[src/rtl/sw_debounce.sv]
// rtl/sw_debounce.sv - switch synchroniser and per-bit debouncer with rise/fall/change strobes
// A shared tick paces every bit's stability counter; sw follows s2 after STABLE_TICKS ticks of disagreement.
module sw_debounce #(
  parameter int WIDTH        = 16,
  parameter int TICK_DIV     = 100000,
  parameter int STABLE_TICKS = 10
) (
  input  logic             CLK100MHZ,
  input  logic             rst_n,
  input  logic [WIDTH-1:0] sw_raw,
  output logic [WIDTH-1:0] sw,
  output logic [WIDTH-1:0] rise,
  output logic [WIDTH-1:0] fall,
  output logic             change
);

  localparam int TW = (TICK_DIV > 1) ? $clog2(TICK_DIV) : 1;
  localparam int CW = (STABLE_TICKS > 1) ? $clog2(STABLE_TICKS + 1) : 1;

  logic [WIDTH-1:0] s1_q, s2_q;
  logic [TW-1:0]    tick_cnt_q, tick_cnt_d;
  logic             tick;
  logic [CW-1:0]    cnt_q [WIDTH];
  logic [CW-1:0]    cnt_d [WIDTH];
  logic [WIDTH-1:0] sw_q, sw_d, rise_q, rise_d, fall_q, fall_d;
  logic             change_q, change_d;

  assign tick       = (tick_cnt_q == TW'(TICK_DIV - 1));
  assign tick_cnt_d = tick ? '0 : tick_cnt_q + TW'(1);

  // Agreement always clears progress, so a bit only updates after an unbroken mismatch run.
  always_comb begin
    sw_d   = sw_q;
    rise_d = '0;
    fall_d = '0;
    for (int i = 0; i < WIDTH; i++) begin
      cnt_d[i] = cnt_q[i];
      if (s2_q[i] == sw_q[i]) begin
        cnt_d[i] = '0;
      end else if (tick) begin
        if (cnt_q[i] == CW'(STABLE_TICKS - 1)) begin
          sw_d[i]   = s2_q[i];
          cnt_d[i]  = '0;
          rise_d[i] = s2_q[i];
          fall_d[i] = ~s2_q[i];
        end else begin
          cnt_d[i] = cnt_q[i] + CW'(1);
        end
      end
    end
    change_d = |(rise_d | fall_d);
  end

  always_ff @(posedge CLK100MHZ or negedge rst_n) begin
    if (!rst_n) begin
      s1_q       <= '0;
      s2_q       <= '0;
      tick_cnt_q <= '0;
      sw_q       <= '0;
      rise_q     <= '0;
      fall_q     <= '0;
      change_q   <= 1'b0;
      for (int i = 0; i < WIDTH; i++) cnt_q[i] <= '0;
    end else begin
      s1_q       <= sw_raw;
      s2_q       <= s1_q;
      tick_cnt_q <= tick_cnt_d;
      sw_q       <= sw_d;
      rise_q     <= rise_d;
      fall_q     <= fall_d;
      change_q   <= change_d;
      for (int i = 0; i < WIDTH; i++) cnt_q[i] <= cnt_d[i];
    end
  end

  assign sw     = sw_q;
  assign rise   = rise_q;
  assign fall   = fall_q;
  assign change = change_q;

endmodule

[config.mk]
export PLATFORM = sky130hd
export DESIGN_NAME = sw_debounce
export DESIGN_NICKNAME = d
export VERILOG_FILES = /design/src/rtl/sw_debounce.sv
export SDC_FILE = /design/constraint.sdc
export NUM_CORES = 1
export LEC_CHECK = 0
export CAP_MARGIN = 20
export CELL_PAD_IN_SITES_DETAIL_PLACEMENT = 0
export CELL_PAD_IN_SITES_GLOBAL_PLACEMENT = 1
export CORE_MARGIN = 10
export CORE_UTILIZATION = 30
export CTS_CLUSTER_SIZE = 12
export DETAILED_ROUTE_END_ITERATION = 16
export DONT_BUFFER_PORTS = 1
export HOLD_SLACK_MARGIN = 0.05
export PLACE_DENSITY = 0.57
export SETUP_SLACK_MARGIN = 0.1
export SYNTH_ARGS = -nofsm -noshare
export SYNTH_HDL_FRONTEND = slang
export SYNTH_SLANG_ARGS = --single-unit
export TNS_END_PERCENT = 50
[constraint.sdc]
create_clock -name CLK100MHZ -period 1.9 [get_ports CLK100MHZ]
set_clock_uncertainty 0.05 [all_clocks]
set_input_delay 0 -clock CLK100MHZ [delete_from_list [all_inputs] [get_ports CLK100MHZ]]
set_output_delay 0 -clock CLK100MHZ [all_outputs]
set_load 0.05 [all_outputs]
; After elaboration in Yosys (flattened, before gate mapping)
; Cells that the tools add are included.
[classes]
add_sub_neg = 17
bitwise_logic = 33
n_eq_ne = 33
n_reduce_logical = 33
muxes = 145
[ops]
columns = operator, n
row1 = $mux 4, 48
row2 = $mux 1, 96
row3 = $add 4x1->4 const B, 16
row4 = $eq 4x4->1 const B, 16
row5 = $reduce_and 3->1, 16
row6 = $not 1->1, 32
row7 = $reduce_bool 2->1, 16
row8 = $add 17x1->17 const B, 1
row9 = $eq 17x17->1 const B, 1
row10 = $mux 17, 1
row11 = $eq 1x1->1, 16
row12 = $or 16x16->16, 1
row13 = $reduce_or 16->1, 1
[word_totals]
reg_bits = 162
wordCells = 299
out_inout_bits = 49
in_bits = 18

; Longest topological paths before layout
[depth]
depth_word = 6
depth_mapped = 8
mapped_depth_nobuf = 6

; Least setup slack after synthesis
; No wires, ideal clock.
[synth_timing]
kind = register to register
startpoint = register tick_cnt_q[0]
endpoint = register sw_q[2] (netlist: sw[2])
stages_incl_launch_ff = 6
setup_time_ns = 0.125
path_slack_ns = -0.074
n_path_buf = 0
arrival_time_ns = 1.799
synth_period_minus_slack_ns = 1.974
required_ns = 1.725
path_cell_list = dfrtp_1 ha_1 and3_1 nand4_2 or4_4 mux2_4
[synth_between]
elab_chain_cells = 2
[synth_rtl]
columns = item, line_no
row1 = start: declaration, 21  ; logic [TW-1:0] tick_cnt_q, tick_cnt_d;
row2 = start signal: assignment, 67  ; tick_cnt_q <= tick_cnt_d;
row3 = $eq 17x17->1, 28  ; assign tick = (tick_cnt_q == TW'(TICK_DIV - 1));
row4 = $reduce_and 3->1 (no line), n/a
row5 = end signal: assignment, 68  ; sw_q <= sw_d;
row6 = end: declaration, 25  ; logic [WIDTH-1:0] sw_q, sw_d, rise_q, rise_d, fall_q, fall_d;
; Every way passes these cells.
; A chain may end at the register's enable or synchronous reset.

; Worst setup path after layout
[layout_timing]
startpoint = register tick_cnt_q[5]
endpoint = register cnt_q[3] (netlist bit)
[layout_between]
elab_chain_cells = 2
[layout_rtl]
columns = item, line_no
row1 = $eq 17x17->1, 28
row2 = $reduce_bool 2->1 (no line), n/a
row3 = end: declaration, 23  ; logic [CW-1:0] cnt_q [WIDTH];
; Every way passes these cells.

==> results_dict.tcl <==
set metrics [dict create \
    status "finished, violations left" \
    violations "negative hold slack, negative setup slack" \
    cp-end-kind "flip-flop" \
    rows 57 \
    synth-edff-count 0 \
    cp_data_arrival_time_ns 2.32 \
    timing.critical_path.buf_inv 1 \
    setup_viol 15 \
    slowest_stage "or4_1" \
    yosys_most_used_dff "dfrtp_1" \
    powerDensity_mw_per_mm2 756.4 \
    initial_core_util 0.3072 \
    power_w 0.007279 \
    yosysMostFrequentCell "dfrtp_1" \
    synthTopCellsByCount "dfrtp_1, a21oi_1, inv_1" \
    clock_latency_ns 0.43 \
    syn_area_mm2 0.007537 \
    yosys_warnings 0 \
    cts_buffer_depth 2 \
    drive_above_1_share 0.2147 \
    fmax_ghz 0.4941 \
    hold_slack_ns -0.7706 \
    drc 0 \
    cap_violations 0 \
    tightest_slew_ns 0.4725 \
    fin_cells 1139 \
    drtAntennaViolNets 0 \
    areaGrowthSynthToFinish_pct 27.67 \
    top_layer "met4" \
    power.leakage_nw 3.986 \
    io_buffers 0 \
    yosys-top-cells-area "dfrtp_1, ha_1, o31ai_1" \
    grt_overflow 0 \
    grt_max_degree 163 \
    period_share 1.065 \
    clkSlewWorstSetupHoldPaths_ns 0.07 \
    dieArea_mm2 0.03186 \
    crit_chain "nor4_4 > nand4_4 > buf_6 > or4_1 > a31oi_1" \
    vias 5913 \
    cts_sinks 162 \
    avgSynthCellArea_um2 10.80 \
    cts_tree "built" \
    syn_nets 747 \
    wl_met1_um 8697 \
    yosysSeqAreaShare 0.5378 \
    grt_antenna_before_repair 0 \
    crit_family "simple AND/OR/NAND/NOR gates" \
    critPathKind "reg -> reg" \
    crit_required_ns 2.19 \
    first_pass_iters 5 \
    yosysUniqueCellTypes 47 \
    holdBufCountCts 16 \
    setup_ws_ns -0.1240 \
    cts-htree-levels 4 \
    pin_count 67 \
    wl_met2_um 9396 \
    maxSlewViolCount 0 \
    wl_um 19090 \
    path_max_fanout 18 \
    syn_inst 698 \
    ctsRootBufferMaster "clkbuf_16" \
    slew_headroom 0.6852 \
    grt_setup_unrepaired "yes" \
    slowest_delay_ns 0.51 \
    final_nets 851 \
    die_x_um 178.5 \
    fin_crit_ns 2.024 \
    vdd_drop_max_uv 413.5 \
    start_kind "flip-flop" \
    gp_congestion 0.7998 \
    diodes 0 \
    hold_path.class "in -> async" \
    grt.total_usage 0.1218 \
    grt_pass1_wl_um 31280 \
    ys_seq_elements 162 \
    synthArstFlopShare 1.000 \
    final_hold_viol_count 162 \
    via_per_inst 5.191 \
    synth_top_area_cell "dfrtp_1" \
    dp.cells 1088 \
    die_y_um 178.5 \
    wire_per_inst_um 16.76 \
    synth_top_area_share 0.5378 \
    core_mm2 0.02453 \
    hpwl_um 12750 \
    numCtsBuffers 17 \
    route.met3.wl_um 767 \
    drt-initial-drc-count 310 \
    grt_pass1_vias 6100 \
]
timing repair:
action	in CTS	in global routing
setup endpoints to repair	110	121
hold endpoints to repair	178	162
pin swaps	1	2
resized for setup	17	18
setup buffers	0	3
cells by family (layout without fill, tap and decap cells):
family	Yosys count	after routing	share of synthesized area
AOI/OAI and AO/OA	181	181	0.1491
xor gates and xnor gates	29	29	0.03370
adders and majority gates	31	31	0.05146
buffers and inverters	89	206	0.04764
DFF	162	162	0.5378
muxes	5	5	0.007801
and+or+nand+nor	201	201	0.1725
registers in the layout (all words and copies together) (netlist names):
| signal | flops |
|---|---|
| change | 1 |
| tick_cnt_q | 17 |
| s1_q | 16 |
| sw | 16 |
| fall | 16 |
| rise | 16 |
| s2_q | 16 |
| cnt_q | 64 |
path summary, 6_finish.rpt:
| kind | start | end | slack [ns] | cells after the start |
|---|---|---|---|---|
| setup / recovery | tick_cnt_q[5]$_DFF_PN0_ | cnt_q[3]$_DFFE_PN0P_ | -0.12 | 5 |
| hold / removal | rst_n | sw[3]$_DFFE_PN0P_ | -0.77 | 0 |
| setup reg to reg | tick_cnt_q[5]$_DFF_PN0_ | cnt_q[3]$_DFFE_PN0P_ | -0.12 | 5 |
| hold reg to reg | s1_q[10]$_DFF_PN0_ | s2_q[10]$_DFF_PN0_ | 0.30 | 0 |
| max in group asynchronous | rst_n | cnt_q[4]$_DFFE_PN0P_ | 2.36 | 0 |
| min in group CLK100MHZ | sw_raw[13] | s1_q[13]$_DFF_PN0_ | 0.07 | 1 |
per-stage QoR:
step	utilization	instance area, µm²	setup TNS (ns)	setup slack [ns]	hold slack [ns]
5_1_grt	0.3922	9623	-6.456	-0.1667	-0.7977
3_3_place_gp	0.3518	8632	-0.4582	-0.09971	-0.3323
6_report	0.3922	9623	-0.7949	-0.1240	-0.7706
4_1_cts	0.3872	9499	-1.410	-0.1272	-0.7904
3_5_place_dp	0.3518	8632	-1.018	-0.1461	-0.3315
2_1_floorplan	-	7584	-0.01926	-0.01926	-0.3456
power breakdown:
group / internal, W / switching (W)
sequential: 0.00348 / 0.0000260
combinational: 0.0000575 / 0.0000491
clock: 0.00211 / 0.00155
final cells by class:
type	count	area (µm²)
timing repair buffer	120	1026
sequential	162	4054
fill	2428	14910
clock buffer	17	425.4
multi-input combinational	447	3316
inverter	54	202.7
clock inverter	15	193.9
tap	324	405.4
placed cells by master (no fill, tap or decap), types with 3 or more instances in the layout:
master / Yosys / final
dfrtp_1: 162 / 162
buf_4: 1 / 95
a21oi_1: 65 / 64
inv_1: 54 / 54
o31ai_1: 50 / 48
o21ai_0: 32 / 32
nand4b_1: 30 / 30
ha_1: 31 / 30
xnor2_1: 27 / 26
nand3_1: 24 / 24
nand2_1: 23 / 22
nand4_1: 19 / 19
nor2_1: 20 / 19
clkbuf_16: 0 / 17
dlygate4sd3_1: 0 / 16
nand3b_1: 15 / 15
nor4b_2: 0 / 10
nor4_1: 15 / 9
nand2b_1: 9 / 9
or4_1: 8 / 8
o31a_1: 8 / 8
a311oi_1: 8 / 8
o22ai_1: 7 / 7
a31oi_1: 7 / 7
nor4_2: 0 / 6
inv_6: 0 / 6
buf_12: 0 / 5
and3b_1: 4 / 4
nor2b_1: 3 / 3
nor4b_1: 13 / 3
mux2_2: 3 / 3
bufinv_16: 0 / 3
layer usage:
metal  vias to the layer above  track usage
li1                       2786            -
met1                      3015       0.1516
met2                        98       0.2006
met3                        14      0.03214
met4                         0      0.04099
met5                         -            0
Note: power is estimated with default switching activity, not from simulation.
